**src/rtl/ecc_result_serializer.sv**
```systemverilog
// ecc_result_serializer: captures the affine result point (Rx, Ry) on the
// multiplier's completion pulse and streams it out as WORD_WIDTH-bit beats over
// a valid/ready interface: all Rx words, then all Ry words. A result that
// arrives while a previous one is still held or draining is dropped and raises
// the sticky overflow flag.
//
// Build option: define ECC_SER_MSW_FIRST_EN to emit each coordinate
// most-significant word first. When it is undefined, words go out
// least-significant first.
module ecc_result_serializer #(
  parameter int unsigned DATA_WIDTH = 192,
  parameter int unsigned WORD_WIDTH = 32
) (
  input  logic                  clk,
  input  logic                  rst,
  input  logic [DATA_WIDTH-1:0] Rx,
  input  logic [DATA_WIDTH-1:0] Ry,
  input  logic                  in_valid,
  output logic [WORD_WIDTH-1:0] out_data,
  output logic                  out_valid,
  input  logic                  out_ready,
  output logic                  out_last,
  output logic                  busy,
  output logic                  overflow,
  input  logic                  clr_ovf
);

  localparam int unsigned NUM_WORDS = DATA_WIDTH / WORD_WIDTH;
  localparam int unsigned IDX_W     = (NUM_WORDS > 1) ? $clog2(NUM_WORDS) : 1;
  localparam logic [IDX_W-1:0] LAST_IDX = IDX_W'(NUM_WORDS - 1);

  typedef enum logic [1:0] {StIdle, StSendX, StSendY} state_e;

  state_e                state_q, state_d;
  logic [IDX_W-1:0]      idx_q, idx_d;
  logic [DATA_WIDTH-1:0] rx_q, rx_d;
  logic [DATA_WIDTH-1:0] ry_q, ry_d;
  logic [WORD_WIDTH-1:0] out_data_q, out_data_d;
  logic                  out_valid_q, out_valid_d;
  logic                  out_last_q, out_last_d;
  logic                  busy_q, busy_d;
  logic                  overflow_q, overflow_d;

  logic                  hs;
  logic [IDX_W-1:0]      phys_idx;
  logic [DATA_WIDTH-1:0] sel_coord;

  // Next-state logic: FSM, operand capture, overflow, and the next output beat.
  always_comb begin
    state_d    = state_q;
    idx_d      = idx_q;
    rx_d       = rx_q;
    ry_d       = ry_q;
    overflow_d = overflow_q;
    hs         = out_valid_q && out_ready;

    unique case (state_q)
      StIdle: begin
        if (in_valid) begin
          rx_d    = Rx;
          ry_d    = Ry;
          idx_d   = '0;
          state_d = StSendX;
        end
      end
      StSendX: begin
        if (hs) begin
          if (idx_q == LAST_IDX) begin
            idx_d   = '0;
            state_d = StSendY;
          end else begin
            idx_d = idx_q + 1'b1;
          end
        end
      end
      StSendY: begin
        if (hs) begin
          if (idx_q == LAST_IDX) begin
            idx_d   = '0;
            state_d = StIdle;
          end else begin
            idx_d = idx_q + 1'b1;
          end
        end
      end
      default: state_d = StIdle;
    endcase

    // A drop outranks a clear that lands in the same cycle.
    if (in_valid && busy_q) begin
      overflow_d = 1'b1;
    end else if (clr_ovf) begin
      overflow_d = 1'b0;
    end

`ifdef ECC_SER_MSW_FIRST_EN
    phys_idx = LAST_IDX - idx_d;
`else
    phys_idx = idx_d;
`endif

    // Outputs are computed from the next state so they can be registered
    // without adding a cycle of latency.
    sel_coord   = (state_d == StSendY) ? ry_d : rx_d;
    out_valid_d = (state_d != StIdle);
    busy_d      = (state_d != StIdle);
    out_last_d  = (state_d == StSendY) && (idx_d == LAST_IDX);
    out_data_d  = out_valid_d ? sel_coord[phys_idx * WORD_WIDTH +: WORD_WIDTH] : '0;
  end

  // State and registered outputs, synchronous active-high reset.
  always_ff @(posedge clk) begin
    if (rst) begin
      state_q     <= StIdle;
      idx_q       <= '0;
      rx_q        <= '0;
      ry_q        <= '0;
      out_data_q  <= '0;
      out_valid_q <= 1'b0;
      out_last_q  <= 1'b0;
      busy_q      <= 1'b0;
      overflow_q  <= 1'b0;
    end else begin
      state_q     <= state_d;
      idx_q       <= idx_d;
      rx_q        <= rx_d;
      ry_q        <= ry_d;
      out_data_q  <= out_data_d;
      out_valid_q <= out_valid_d;
      out_last_q  <= out_last_d;
      busy_q      <= busy_d;
      overflow_q  <= overflow_d;
    end
  end

  assign out_data  = out_data_q;
  assign out_valid = out_valid_q;
  assign out_last  = out_last_q;
  assign busy      = busy_q;
  assign overflow  = overflow_q;

endmodule

```
**config.mk**
```make
export PLATFORM = sky130hd
export DESIGN_NAME = ecc_result_serializer
export DESIGN_NICKNAME = d
export VERILOG_FILES = /design/src/rtl/ecc_result_serializer.sv
export SDC_FILE = /design/constraint.sdc
export NUM_CORES = 1
export LEC_CHECK = 0
export CAP_MARGIN = 20
export CORE_ASPECT_RATIO = 1.75
export CORE_MARGIN = 2
export CORE_UTILIZATION = 25
export CTS_BUF_LIST = sky130_fd_sc_hd__clkbuf_8
export CTS_CLUSTER_SIZE = 28
export DETAILED_ROUTE_END_ITERATION = 6
export GPL_TIMING_DRIVEN = 0
export PLACE_DENSITY = 0.51
export RECOVER_POWER = 25
export SYNTH_ARGS = -nofsm -noshare
export SYNTH_HDL_FRONTEND = slang
export SYNTH_SLANG_ARGS = --single-unit
```
**constraint.sdc**
```tcl
create_clock -name clk -period 3 [get_ports clk]
set_clock_uncertainty 0.15 [all_clocks]
set_input_delay 0.9 -clock clk [delete_from_list [all_inputs] [get_ports clk]]
set_output_delay 0.9 -clock clk [all_outputs]
set_load 0.02 [all_outputs]
```
Word level (Yosys, flattened, before mapping):

Cells that the tools add are included.

* add/sub/neg operators: 1
* multipliers: 0
* divide/modulo/power cells: 0
* order comparisons: 0
* eq/ne operators: 5
* shift-type cells: 1
* mux-type cells: 17
* bitwise logic cells: 1
* reductions and logical operators: 8

Operators with widths (count)
* 192-bit two-way mux: 5
* 192-bit by 9-bit indexed part select with 32-bit output: 1
* 2-bit two-way mux: 5
* 3-bit two-way mux: 3
* 3-bit == test (second input constant): 2
* 2-bit case mux with 3 select lines: 1
* 3-bit case mux with 2 select lines: 1
* 2-bit == test (second input constant): 2
* 2-bit nonzero test: 2
* 2-bit OR reduction: 2
* 3-bit by 1-bit adder with 3-bit output (second input constant): 1
* 1-bit logical AND: 3
* 2-bit by 1-bit == test with 1-bit output (second input constant): 1
* 2-bit logical NOT: 1
* 1-bit two-way mux: 2
* 1-bit inverter: 1

* bits in registers: 424
* bits in latches: 0
* bits in writable memories: 0
* bits in read-only memories: 0
* input bits: 389
* output and inout bits: 36
* logic and storage cells: 41
* memories: 0

Depth between registers and ports, before layout:

* depth in word-level cells: 7
* gate-level depth with buffers: 12
* mapped depth without buffers: 9

Worst setup path before layout:

Ideal clock, no wire load.

* path kind: input-to-reg
* start: in out_ready
* end: reg out_data_q[24] (netlist: out_data[24])
* library setup time: 124 ps
* arrival time: 2575 ps
* required time: 2726 ps
* setup slack: 150 ps
* stages on the path: 9
* path buffers: 2
* cells stage by stage: and2_1 a311o_1 and3b_1 buf_6 buf_6 a31oi_1 a21boi_0 o22ai_1 a2111o_1

* cells in the longest elaborated chain, start to end: 6
* elaborated cells on any way between the ends: 12
* those cells by class: eq/ne: 1; shift: 1; mux: 6; bitwise: 1; reduce/logical: 3

Ends and longest elaborated chain
* from (decl): RTL line 21 `input logic out_ready,`
* 1-bit logical AND (*): RTL line 55 `hs = out_valid_q && out_ready;`
* 2-bit two-way mux, on equally long branches: RTL line 77, 67
* 2-bit case mux with 3 select lines: RTL line 57 `unique case (state_q)`
* 2-bit == test or 2-bit nonzero test (tied branches): RTL line 104, 105
* 192-bit two-way mux or 1-bit inverter (tied branches)
* 192-bit by 9-bit indexed part select with 32-bit output or 2-bit OR reduction (tied branches)
* to (signal assigned): RTL line 128 `out_data_q <= out_data_d;`
* to (decl): RTL line 38 `logic [WORD_WIDTH-1:0] out_data_q, out_data_d;`

Mark *: on every way between the ends. The rest lies on a longest branch, timed or not.
A chain may end at the register's enable or synchronous reset.

Worst setup path in the final report:

* start: reg state_q[0]
* end: reg out_data_q[6] (netlist: out_data[6])

* cells in the longest elaborated chain, start to end: 6
* elaborated cells on any way between the ends: 19
* those cells by class: eq/ne: 3; shift: 1; mux: 10; bitwise: 1; reduce/logical: 4

Ends and longest elaborated chain
* from (decl): RTL line 34 `state_e state_q, state_d;`
* from (signal assigned): RTL line 114 `state_q <= StIdle;`
* from (signal assigned): RTL line 124 `state_q <= state_d;`
* 2-bit two-way mux, on equally long branches: RTL line 78, 68
* 2-bit two-way mux, on equally long branches: RTL line 77, 67
* 2-bit case mux with 3 select lines: RTL line 57
* 2-bit == test or 2-bit nonzero test (tied branches): RTL line 104, 105
* 192-bit two-way mux or 1-bit inverter (tied branches)
* 192-bit by 9-bit indexed part select with 32-bit output or 2-bit OR reduction (tied branches)

Parallel ways exist; a longest one is shown, timed or not.

==> metrics.txt <==
CP max FO=10; Period minus WS final=roughly 3000 ps; Post-CTS Hold Fix Bufs=0; ANT nets after route=0; initial core utilization=25.2%; WP buf/inv=3; MaxCap Viol Count=0; Slew @ Worst Pin=between 900 and 1000 ps; CTS root buf=clkbuf_8; area leader, netlist=dfxtp_1; top_reg_cell synth=dfxtp_1; register share of total power=42.3%; Die Ht=372 µm; core area=77000 µm²; final core occ=a little over a third; Num CTS Buffers=72; arrival time at the worst endpoint=3480 ps; Yosys cell types=between 40 and 50; CTS tree=yes; synth top area cells=dfxtp_1 (44%), nand2_1 (16%), a21oi_1 (12%); Die Wd=approximately 210 µm; area growth from synthesis to layout=42.9%; vias after detailed routing=22200; worst hold margin=just over 300 ps; Slowest-stage cell, CP=a211oi_4; first-pass GRT wire length=152000 µm; Clock Latency Late Sink=720 ps; RSZ-0062 raised after global routing=true; Sink Count=424; global route overflow=0; Final Hold Viols=0; vias in the first global route=between 20000 and 25000; H-tree lvl count=3; Seq/Total Area, Yosys=43.8%; clock share of power=37.4%; drt total wl=110000 µm; pwr/cell area=533 nW/µm²; number of synthesized register bits=424; gr usage total=26.6%; Port Buffer Count=about 420; row cnt=135; Synth top area share=43.8%; final setup margin=-26.3 ps; routed vias/inst=5.17; NetSw=4.71 mW; Fmax=330 MHz; CP delay by family, top=compound AO/OA/AOI/OAI gates; Sw Ratio=31.9%; Mapped Nets=3069; failing checks=setup timing; die area=about 80000 µm²; DR iter-0 viols=roughly 1800; largest net degree at the start of global routing=11; outcome=complete, but fails checks; ratio of final minimum period to clock period=101%; Internal=10.1 mW; kind of critical path=flop to flop; syn avg cell area=7.24 µm²; clk buf depth=3; Clock Pin Slew Worst Setup and Hold Paths=about 70 ps; Comb pwr share=20.3%; Routed wire per std cell=25.7 µm; # IOs=425; nature of the critical path startpoint=flop; Critical Path RT=3450 ps; initial antenna violation count=24; Post-Syn Instances=2676; drt drc=0; synthesized area=19400 µm²; Final HPWL DP=between 80000 and 90000 µm; final RePlAce weighted congestion=0.947; Critical Path End Type=flop; Slew HR=about 34%; drt pass-1 iters=6; final slew viol count=0; worst vdd rail ir drop=0.000244 V; layout cell share with drive strength beyond 1=between 10% and 20%; number of flops mapped to enable cells by yosys=0; Leakage=approximately 9.9 nW; final setup fails=2; # nets final=3588; Synth Warn #=0; Cell Chain, Critical Path=buf_4, ha_1, nor2_1, a311o_1, nand3b_1, clkbuf_8, clkbuf_4, o21ai_0, a211oi_4, nor2_2, o2111ai_1; CP peak stage delay=550 ps; Worst Hold Class=flop to flop; async set-or-reset flop fraction in the synthesized netlist=0%
-- state kept, by name, summed over array words and instances, names as in the netlist --
| name | cells |
|---|---|
| busy | 1 |
| idx_q | 3 |
| out_data | 32 |
| out_last | 1 |
| overflow | 1 |
| rx_q | 192 |
| ry_q | 192 |
| state_q | 2 |
-- kinds of logic after synthesis --
kind of cell	synth area share (%)
multiplexers	0.207
AO/OA/AOI/OAI	30.3
buffers and inverters	5.40
adder cells (fa/ha/maj)	0.258
AND/OR/NAND/NOR	20.1
flip-flops	43.8
-- routing by layer --
metal,vias to the layer above,part of all wire [%],wire (µm),global-route usage [%]
li1,10300,-,-,-
met1,10500,37,40500,28.8
met2,1034,49,53700,46.7
met3,279,7.0,7740,5.57
met4,16,7.3,8000,17.9
met5,-,0.095,104,0
-- worst paths after layout --
kind / startpoint / to / cells after the start / slack, ps
worst max-delay path: state_q[0]$_SDFF_PP0_ / out_data[6]$_SDFF_PP0_ / 11 / -30
worst max register to register: state_q[0]$_SDFF_PP0_ / out_data[6]$_SDFF_PP0_ / 11 / -30
worst min-delay path: rx_q[54]$_SDFF_PP0_ / rx_q[54]$_SDFF_PP0_ / 2 / 300
worst min register to register: rx_q[54]$_SDFF_PP0_ / rx_q[54]$_SDFF_PP0_ / 2 / 300
-- cells in the mapped netlist, types with 4 or more instances --
library cell	n
o22ai_1	5
clkbuf_1	203
a31oi_1	116
o21ai_0	128
nand2_1	839
o2111ai_1	29
dfxtp_1	424
mux2i_1	4
buf_4	4
o22a_1	30
o32a_1	4
buf_2	35
a21boi_0	65
a21oi_1	458
buf_1	11
nand3_1	9
nor2_1	143
a211o_1	57
o2bb2ai_1	9
a211oi_1	44
a311oi_1	9
ha_1	4
inv_1	4
-- power by group through the flow --
stage                     clock network (mW)  registers (mW)  logic (mW)
after floorplan                            0            6.30        1.31
after global placement                     0            6.34        2.78
after detailed placement                   0            6.35        2.79
after CTS                               5.62            6.23        2.91
after global routing                    5.81            6.27        3.20
final                                   5.52            6.24        3.00
-- through the flow --
step / worst slack (ps) / power (mW) / area (µm²) / instances / TNS [ps]
final: -26.3 / 14.8 / 27700 / 4284 / -38.8
after global routing: -30.4 / 15.3 / 27700 / 4284 / -158
after CTS: -3.20 / 14.8 / 27200 / 4265 / -5.21
after detailed placement: -2190 / 9.14 / 24900 / 4128 / -504170
after global placement: -2200 / 9.12 / 24900 / 4127 / -533870
after floorplan: 150 / 7.62 / 19400 / 2676 / 0
-- repair_timing --
item,in CTS,in global routing
endpoints found under the setup margin,409,335
endpoints found under the hold margin,0,0
pin swaps,24,26
gates cloned,1,1
setup buffers,11,10
resized for setup,232,136
-- worst min-delay path, cell delays in order, from the launching register on --
cell,delay (ps)
dfxtp_1,310
nand2_1,50
a21oi_1,50
-- placed cells by master (no fill, tap or decap), types with 13 or more instances in the layout --
master / count
a21oi_1: 457
inv_1: 23
clkdlybuf4s50_1: 422
buf_2: 21
buf_4: 36
o2111ai_1: 14
nand2_1: 838
buf_6: 13
a211oi_2: 15
clkbuf_8: 92
a31oi_1: 99
o21ai_0: 115
clkbuf_4: 19
a21boi_0: 57
a211oi_1: 19
nor2_1: 124
o22a_1: 23
a31oi_2: 15
clkbuf_2: 52
clkbuf_1: 119
dfxtp_1: 420
a211o_1: 56
-- layout make-up --
class,count,area [µm²]
Tap cell,1027,1280
Timing Repair Buffer,448,4460
Multi-Input combinational cell,1993,10600
Buffer,252,1380
Inverter,4,17.5
Clock buffer,89,1220
Sequential cell,424,8500
Fill cell,8490,49300
Antenna cell,10,25.0
Clock inverter,37,233
Note: power is estimated with default switching activity, not from simulation.
